==> src/rtl/vga_timing_pkg.sv <==
// vga_timing_pkg: 1080p60 raster constants and the timing bundle shared with downstream stages
package vga_timing_pkg;
    localparam int H_ACTIVE = 1920;
    localparam int H_FP     = 88;
    localparam int H_SYNC   = 44;
    localparam int H_BP     = 148;
    localparam int V_ACTIVE = 1080;
    localparam int V_FP     = 4;
    localparam int V_SYNC   = 5;
    localparam int V_BP     = 36;
    localparam int H_TOTAL  = H_ACTIVE + H_FP + H_SYNC + H_BP;
    localparam int V_TOTAL  = V_ACTIVE + V_FP + V_SYNC + V_BP;
    localparam int X_W      = 12;
    localparam int Y_W      = 11;
    typedef struct packed {
        logic           hsync;
        logic           vsync;
        logic           de;
        logic [X_W-1:0] x;
        logic [Y_W-1:0] y;
    } vga_timing_t;
endpackage

==> src/rtl/vga_timing_gen_if.sv <==
// vga_timing_gen_if: raster timing outputs from the generator to its consumers
interface vga_timing_gen_if;
    import vga_timing_pkg::*;
    logic           hsync;
    logic           vsync;
    logic           de;
    logic [X_W-1:0] x;
    logic [Y_W-1:0] y;
    logic           frame_start;
    logic           line_start;
    modport master (output hsync, vsync, de, x, y, frame_start, line_start);
    modport slave  (input  hsync, vsync, de, x, y, frame_start, line_start);
endinterface

==> src/rtl/vga_axis_counter.sv <==
// vga_axis_counter: wrapping position counter for one raster axis with region decodes
module vga_axis_counter #(
    parameter int TOTAL = 2200,
    parameter int ACT   = 1920,
    parameter int FP    = 88,
    parameter int SYNC  = 44,
    parameter int W     = 12
) (
    input  logic         clk,
    input  logic         rst,
    input  logic         en,
    output logic [W-1:0] cnt,
    output logic         wrap,
    output logic         active,
    output logic         in_sync
);
    localparam logic [W-1:0] LAST = W'(TOTAL - 1);
    localparam logic [W-1:0] A_END = W'(ACT);
    localparam logic [W-1:0] S_BEG = W'(ACT + FP);
    localparam logic [W-1:0] S_END = W'(ACT + FP + SYNC);
    logic [W-1:0] cnt_d, cnt_q;
    always_comb begin
        cnt_d = en ? (cnt_q == LAST ? '0 : cnt_q + 1'b1) : cnt_q;
    end
    always_ff @(posedge clk or posedge rst) begin
        if (rst) cnt_q <= '0;
        else     cnt_q <= cnt_d;
    end
    assign cnt     = cnt_q;
    assign wrap    = en && (cnt_q == LAST);
    assign active  = cnt_q < A_END;
    assign in_sync = (cnt_q >= S_BEG) && (cnt_q < S_END);
endmodule

==> src/rtl/vga_timing_gen.sv <==
// vga_timing_gen: free-running raster timing generator with registered sync, enable and coordinates
module vga_timing_gen import vga_timing_pkg::*; #(
    parameter int H_ACTIVE = vga_timing_pkg::H_ACTIVE,
    parameter int H_FP     = vga_timing_pkg::H_FP,
    parameter int H_SYNC   = vga_timing_pkg::H_SYNC,
    parameter int H_BP     = vga_timing_pkg::H_BP,
    parameter int V_ACTIVE = vga_timing_pkg::V_ACTIVE,
    parameter int V_FP     = vga_timing_pkg::V_FP,
    parameter int V_SYNC   = vga_timing_pkg::V_SYNC,
    parameter int V_BP     = vga_timing_pkg::V_BP,
    parameter bit HS_POL   = 1'b1,
    parameter bit VS_POL   = 1'b1
) (
    input  logic              clk_pix,
    input  logic              rst,
    vga_timing_gen_if.master  vo
);
    localparam int HT = H_ACTIVE + H_FP + H_SYNC + H_BP;
    localparam int VT = V_ACTIVE + V_FP + V_SYNC + V_BP;
    logic [X_W-1:0] h_cnt;
    logic [Y_W-1:0] v_cnt;
    logic h_wrap, h_act, h_sync, v_act, v_sync, unused_v_wrap;
    vga_axis_counter #(.TOTAL(HT), .ACT(H_ACTIVE), .FP(H_FP), .SYNC(H_SYNC), .W(X_W)) u_h (
        .clk(clk_pix), .rst(rst), .en(1'b1),
        .cnt(h_cnt), .wrap(h_wrap), .active(h_act), .in_sync(h_sync)
    );
    vga_axis_counter #(.TOTAL(VT), .ACT(V_ACTIVE), .FP(V_FP), .SYNC(V_SYNC), .W(Y_W)) u_v (
        .clk(clk_pix), .rst(rst), .en(h_wrap),
        .cnt(v_cnt), .wrap(unused_v_wrap), .active(v_act), .in_sync(v_sync)
    );
    vga_timing_t t_d, t_q;
    logic fs_d, fs_q, ls_d, ls_q;
    always_comb begin
        t_d.hsync = h_sync ? HS_POL : !HS_POL;
        t_d.vsync = v_sync ? VS_POL : !VS_POL;
        t_d.de    = h_act && v_act;
        t_d.x     = t_d.de ? h_cnt : '0;
        t_d.y     = t_d.de ? v_cnt : '0;
        fs_d      = (h_cnt == '0) && (v_cnt == '0);
        ls_d      = h_cnt == '0;
    end
    // everything is registered so downstream sees one consistent pixel per clock
    always_ff @(posedge clk_pix or posedge rst) begin
        if (rst) begin
            t_q  <= '{hsync: !HS_POL, vsync: !VS_POL, de: 1'b0, x: '0, y: '0};
            fs_q <= 1'b0;
            ls_q <= 1'b0;
        end else begin
            t_q  <= t_d;
            fs_q <= fs_d;
            ls_q <= ls_d;
        end
    end
    assign vo.hsync       = t_q.hsync;
    assign vo.vsync       = t_q.vsync;
    assign vo.de          = t_q.de;
    assign vo.x           = t_q.x;
    assign vo.y           = t_q.y;
    assign vo.frame_start = fs_q;
    assign vo.line_start  = ls_q;
endmodule

==> src/flat_wrapper.sv <==
// flat-port wrapper written by rule: the top's interface ports become plain ports
module vga_timing_gen_flat import vga_timing_pkg::*;
#(
    parameter int H_ACTIVE = vga_timing_pkg::H_ACTIVE,
    parameter int H_FP     = vga_timing_pkg::H_FP,
    parameter int H_SYNC   = vga_timing_pkg::H_SYNC,
    parameter int H_BP     = vga_timing_pkg::H_BP,
    parameter int V_ACTIVE = vga_timing_pkg::V_ACTIVE,
    parameter int V_FP     = vga_timing_pkg::V_FP,
    parameter int V_SYNC   = vga_timing_pkg::V_SYNC,
    parameter int V_BP     = vga_timing_pkg::V_BP,
    parameter bit HS_POL   = 1'b1,
    parameter bit VS_POL   = 1'b1
)
  (clk_pix, rst, vo_hsync, vo_vsync, vo_de, vo_x, vo_y, vo_frame_start, vo_line_start);
  vga_timing_gen_if vo_i ();
  input  logic clk_pix;
  input  logic rst;
  output wire logic [$bits(vo_i.hsync)-1:0] vo_hsync;
  output wire logic [$bits(vo_i.vsync)-1:0] vo_vsync;
  output wire logic [$bits(vo_i.de)-1:0] vo_de;
  output wire logic [$bits(vo_i.x)-1:0] vo_x;
  output wire logic [$bits(vo_i.y)-1:0] vo_y;
  output wire logic [$bits(vo_i.frame_start)-1:0] vo_frame_start;
  output wire logic [$bits(vo_i.line_start)-1:0] vo_line_start;
  assign vo_hsync = vo_i.hsync;
  assign vo_vsync = vo_i.vsync;
  assign vo_de = vo_i.de;
  assign vo_x = vo_i.x;
  assign vo_y = vo_i.y;
  assign vo_frame_start = vo_i.frame_start;
  assign vo_line_start = vo_i.line_start;
  vga_timing_gen #(.H_ACTIVE(H_ACTIVE), .H_FP(H_FP), .H_SYNC(H_SYNC), .H_BP(H_BP), .V_ACTIVE(V_ACTIVE), .V_FP(V_FP), .V_SYNC(V_SYNC), .V_BP(V_BP), .HS_POL(HS_POL), .VS_POL(VS_POL)) u_core (.clk_pix(clk_pix), .rst(rst), .vo(vo_i));
endmodule
==> config.mk <==
export PLATFORM = sky130hd
export DESIGN_NAME = vga_timing_gen_flat
export DESIGN_NICKNAME = d
export VERILOG_FILES = /design/src/rtl/vga_timing_pkg.sv /design/src/rtl/vga_timing_gen_if.sv /design/src/rtl/vga_axis_counter.sv /design/src/rtl/vga_timing_gen.sv /design/src/flat_wrapper.sv
export SDC_FILE = /design/constraint.sdc
export NUM_CORES = 1
export LEC_CHECK = 0
export ABC_AREA = 0
export CAP_MARGIN = 10
export CORE_ASPECT_RATIO = 0.5
export CORE_MARGIN = 1
export CORE_UTILIZATION = 48
export DETAILED_ROUTE_END_ITERATION = 8
export PLACE_DENSITY = 0.81
export SLEW_MARGIN = 5
export SYNTH_ARGS = -nofsm -noshare
export SYNTH_HDL_FRONTEND = slang
export SYNTH_SLANG_ARGS = --single-unit
==> constraint.sdc <==
create_clock -name clk_pix -period 1.8 [get_ports clk_pix]
set_input_delay 0.36 -clock clk_pix [delete_from_list [all_inputs] [get_ports clk_pix]]
set_output_delay 0.36 -clock clk_pix [all_outputs]
set_load 0.05 [all_outputs]
==> results.txt <==
----------------------------------------------------
[Pwr]
  Sw power ... roughly 0.00037 W
  Gate power share ... under 10%
  Total Power Consumption ... around 0.0018 W
  Power density of the placed cells ... about 640 nW/um2
  Share of power burned in the clock network ... about a third
  Sequential Power Share ... between 60 and 70%
  Max rail drop VDD ... between 0.0002 and 0.0003 V
  Internal Dissipation ... around 0.0014 W
  Switching power share of the total ... approximately a fifth
  Cell leakage power ... approximately 1.4 nW

[Logic synthesis]
  Flops & latches, synth ... a little over 50
  Post-synthesis cell area ... approximately 2200 um2
  Top area cells in the synthesized netlist ... sky130_fd_sc_hd__dfrtp_1 58%, sky130_fd_sc_hd__and2_1 6.3%, sky130_fd_sc_hd__xor2_1 2.8%, sky130_fd_sc_hd__xnor2_1 2.4%, sky130_fd_sc_hd__ha_1 2.3%
  Post-synthesis area per instance ... 11.37 um2
  Post-synthesis cell type count ... between 40 and 50
  Count of yosys warnings during synthesis ... 0
  Leading area contributor after synthesis ... sky130_fd_sc_hd__dfrtp_1
  Post-synthesis sequential area ratio ... between 50% and 60%
  Post-synth net total ... about 200
  Post-Syn Instances ... about 190
  Top-area cell type share of the netlist area ... roughly three fifths

[Clocking]
  Root buf cell ... sky130_fd_sc_hd__clkbuf_8
  TritonCTS buffer count ... 5
  Sink count of the clock tree ... between 50 and 60
  CTS tree ... done
  Max Root-Sink Buffers ... 2
  Hold_buf cts ... 0
  Clock latency at the later pin of the worst-skew pair ... 0.30 ns
  Reg clk slew, reported paths ... ~0.09 ns
  Number of levels in the clock H-tree ... 2

[Setup path]
  Worst reg2reg path startpoint ... u_core.u_h.cnt[9]$_DFF_PP0_
  Maximum fanout along the worst path ... 4
  Data arrival time of the critical path ... approximately 2.1 ns
  Data required time at the worst endpoint ... 2.02 ns
  Depth of the most critical reg-to-reg path ... 7
  Setup slack on the worst flop-to-flop path ... -0.07 ns
  Critical path class ... flip-flop to flip-flop
  Kind of start point of the critical path ... flip-flop
  Crit Reg-Reg Endpoint ... u_core.u_v.cnt[1]$_DFFE_PP0N_
  Crit path capture type ... flip-flop

[Placement]
  Number of buffers inserted by port buffering ... 29
  Dpl ws ... -0.03424 ns
  Gpl congestion ... about 0.86
  Half-perimeter wire length after detailed placement ... just over 3000 um

[STA]
  Min Tclk post-route ... 1.874 ns
  Final setup violation count ... 9
  Headroom to the max-slew limit ... about two thirds
  Worst-margin pin slew ... ~0.5 ns
  Max Slew Vio Count ... 0
  Least setup slack across all paths after layout ... -0.07393 ns
  Largest clock skew in the final design ... 0.005120 ns
  Final hold violations ... 0
  Final cycle utilization of the critical path ... 104.1%
  Unrepaired setup endpoints after global routing ... true
  Minimum hold slack ... around 0.42 ns
  Achievable clock frequency ... roughly 530 MHz

[Floorplan]
  Die Footprint ... roughly 4800 um2
  Standard-cell row count ... 16
  Core region area ... just over 4000 um2
  Initial Util ... 52.94%
  Die H ... ~50 um
  Horizontal extent of the die ... just under 100 um
  Num ports ... 30

[GRT]
  First-pass GRT wire length ... ~7700 um
  Number of antenna violations at the first check in global routing ... 0
  Number of global-route vias before repair ... between 1,500 and 2,000
  Total global routing track utilization ... about a fifth
  Pin count of the biggest net entering global routing ... 52
  Total overflow reported by the global router ... 0

[Routing]
  Wire length per cell ... 14.80 um
  Via/cell ratio ... slightly above 5
  Total DRC errors in the routed layout ... 0
  Count of routing violations after the opening detailed-route iteration ... between 60 and 70
  Detail Route Antenna Nets ... 0
  Detailed-route wire length ... between 4000 and 5000 um
  Detailed-routing iteration count for the pre-antenna-repair pass ... 5
  Number of vias after detailed routing ... about 1,600

[Flow run]
  Maxcap violations ... 0

[Layout]
  NumNets Final ... 260
  Share of layout cells above drive strength 1 ... between 30 and 40%
  N_diodes ... 0
  Area growth from synthesis to layout ... 29.80%

[Run status]
  Violated checks ... setup timing
  Outcome ... complete, but fails checks

[Worst hold path]
  Class of the tightest hold or removal check ... input pin to async pin

----------------------------------------------------
final cells by class:
type | instances | area, um2
timing repair buffer | 66 | 519.2
inverter | 7 | 26.28
tap | 54 | 67.56
clock inverter | 1 | 5.005
sequential | 51 | 1276
clock buffer | 7 | 76.32
fill | 306 | 1290
multi-input combinational | 123 | 863.3
cells in the final DEF, fill, tap and decap left out, drive strengths merged, types with 2 or more instances in the layout:
master  netlist  final
o21ai         4      4
ha            4      4
a21oi         2      2
clkbuf        6      7
nor2         13     13
nand2        10     10
nand2b        3      3
nand4         8      8
or2           2      2
nand3        10     10
xor2          7      7
or4           2      2
and3          4      4
and2         22     22
inv           7      7
nor3          4      4
buf           5     64
dfrtp        51     51
nor4          5      5
a31oi         2      2
xnor2         6      6
cells by family (layout without fill, tap and decap cells):
family	count (synthesis)	count (layout)	synth area share, %
DFF	51	51	58.45
and+or+nand+nor	90	90	24.76
xor gates and xnor gates	13	13	5.215
other	1	1	0.1718
adders and majority gates	4	4	2.292
muxes	2	2	1.146
buffers and inverters	18	81	3.897
AOI/OAI and AO/OA	13	13	4.069
cell usage after synthesis, drive strengths merged:
master  number
mux2         1
mux2i        1
nor3b        1
and2        22
and3b        1
nand2b       3
and3         4
or4b         1
nand4        8
nor3         4
o211a        1
xor2         7
a41oi        1
inv          7
nand3       10
a21o         1
o31ai        1
o21ai        4
dfrtp       51
nor2        13
a21oi        2
or4          2
ha           4
nand2       10
nor2b        1
xnor2        6
nor4         5
or3b         1
a31oi        2
or2          2
and4         1
conb         1
nand4b       1
buf          5
clkbuf       6
a211oi       1
stage by stage:
stage | area, um2 | TNS [ns] | instances | utilization [%]
floorplan | 2183 | 0 | 192 | -
global route | 2834 | -1.285 | 309 | 68.72
CTS | 2781 | -0.07548 | 306 | 67.45
detailed placement | 2623 | -0.1285 | 290 | 63.59
global placement | 2623 | -0.008283 | 290 | 63.59
finish | 2834 | -0.4739 | 309 | 68.72
worst max-delay path, stage by stage (launching register included):
cell	delay, ns
sky130_fd_sc_hd__dfrtp_1	0.39
sky130_fd_sc_hd__or4_4	0.57
sky130_fd_sc_hd__nor4_4	0.25
sky130_fd_sc_hd__buf_4	0.18
sky130_fd_sc_hd__buf_4	0.13
sky130_fd_sc_hd__buf_4	0.11
sky130_fd_sc_hd__nand3_1	0.09
sky130_fd_sc_hd__o21ai_2	0.07
power by group through the flow:
stage | clock (W) | combinational, W | sequential (W)
global route | 0.000688 | 0.0000407 | 0.00115
CTS | 0.000631 | 0.0000376 | 0.00115
global placement | 0 | 0.0000366 | 0.00117
detailed placement | 0 | 0.0000374 | 0.00117
finish | 0.000620 | 0.0000356 | 0.00115
floorplan | 0 | 0.0000169 | 0.00117
what timing repair did:
action | 4_1_cts | 5_1_grt
pin swaps | 7 | 7
endpoints found under the setup margin | 7 | 21
gates resized for setup | 4 | 8
cloned | 1 | 0
setup buffers | 7 | 4
worst max-delay path by stage:
stage	from	cells past startpoint	end	slack (ns)
finish	u_core.u_h.cnt[9]$_DFF_PP0_	7	u_core.u_v.cnt[1]$_DFFE_PP0N_	-0.07
global route	u_core.u_h.cnt[9]$_DFF_PP0_	6	u_core.u_v.cnt[4]$_DFFE_PP0N_	-0.15
CTS	u_core.u_h.cnt[10]$_DFF_PP0_	5	u_core.u_v.cnt[9]$_DFFE_PP0N_	-0.05
detailed placement	u_core.u_h.cnt[10]$_DFF_PP0_	5	u_core.u_v.cnt[9]$_DFFE_PP0N_	-0.03
global placement	u_core.u_h.cnt[10]$_DFF_PP0_	5	u_core.u_v.cnt[9]$_DFFE_PP0N_	-0.008
floorplan	u_core.u_v.cnt[8]$_DFFE_PP0N_	4	u_core.u_v.cnt[5]$_DFFE_PP0N_	0.03
registers in the layout, indices dropped and copies added (netlist names):
register	flops
u_core.u_h.cnt	12
u_core.u_v.cnt	11
u_core.vo.de	1
u_core.vo.frame_start	1
u_core.vo.hsync	1
u_core.vo.line_start	1
u_core.vo.vsync	1
u_core.vo.x	12
u_core.vo.y	11
routing by layer:
layer | vias to the layer above | global-route usage [%] | share of wire, %
li1 | 773 | - | -
met5 | - | 0 | 0
met3 | 7 | 4.965 | 4.9
met4 | 0 | 7.598 | 1.3
met2 | 49 | 33.45 | 46
met1 | 773 | 27.47 | 48
(Power assumes the default switching activity.)
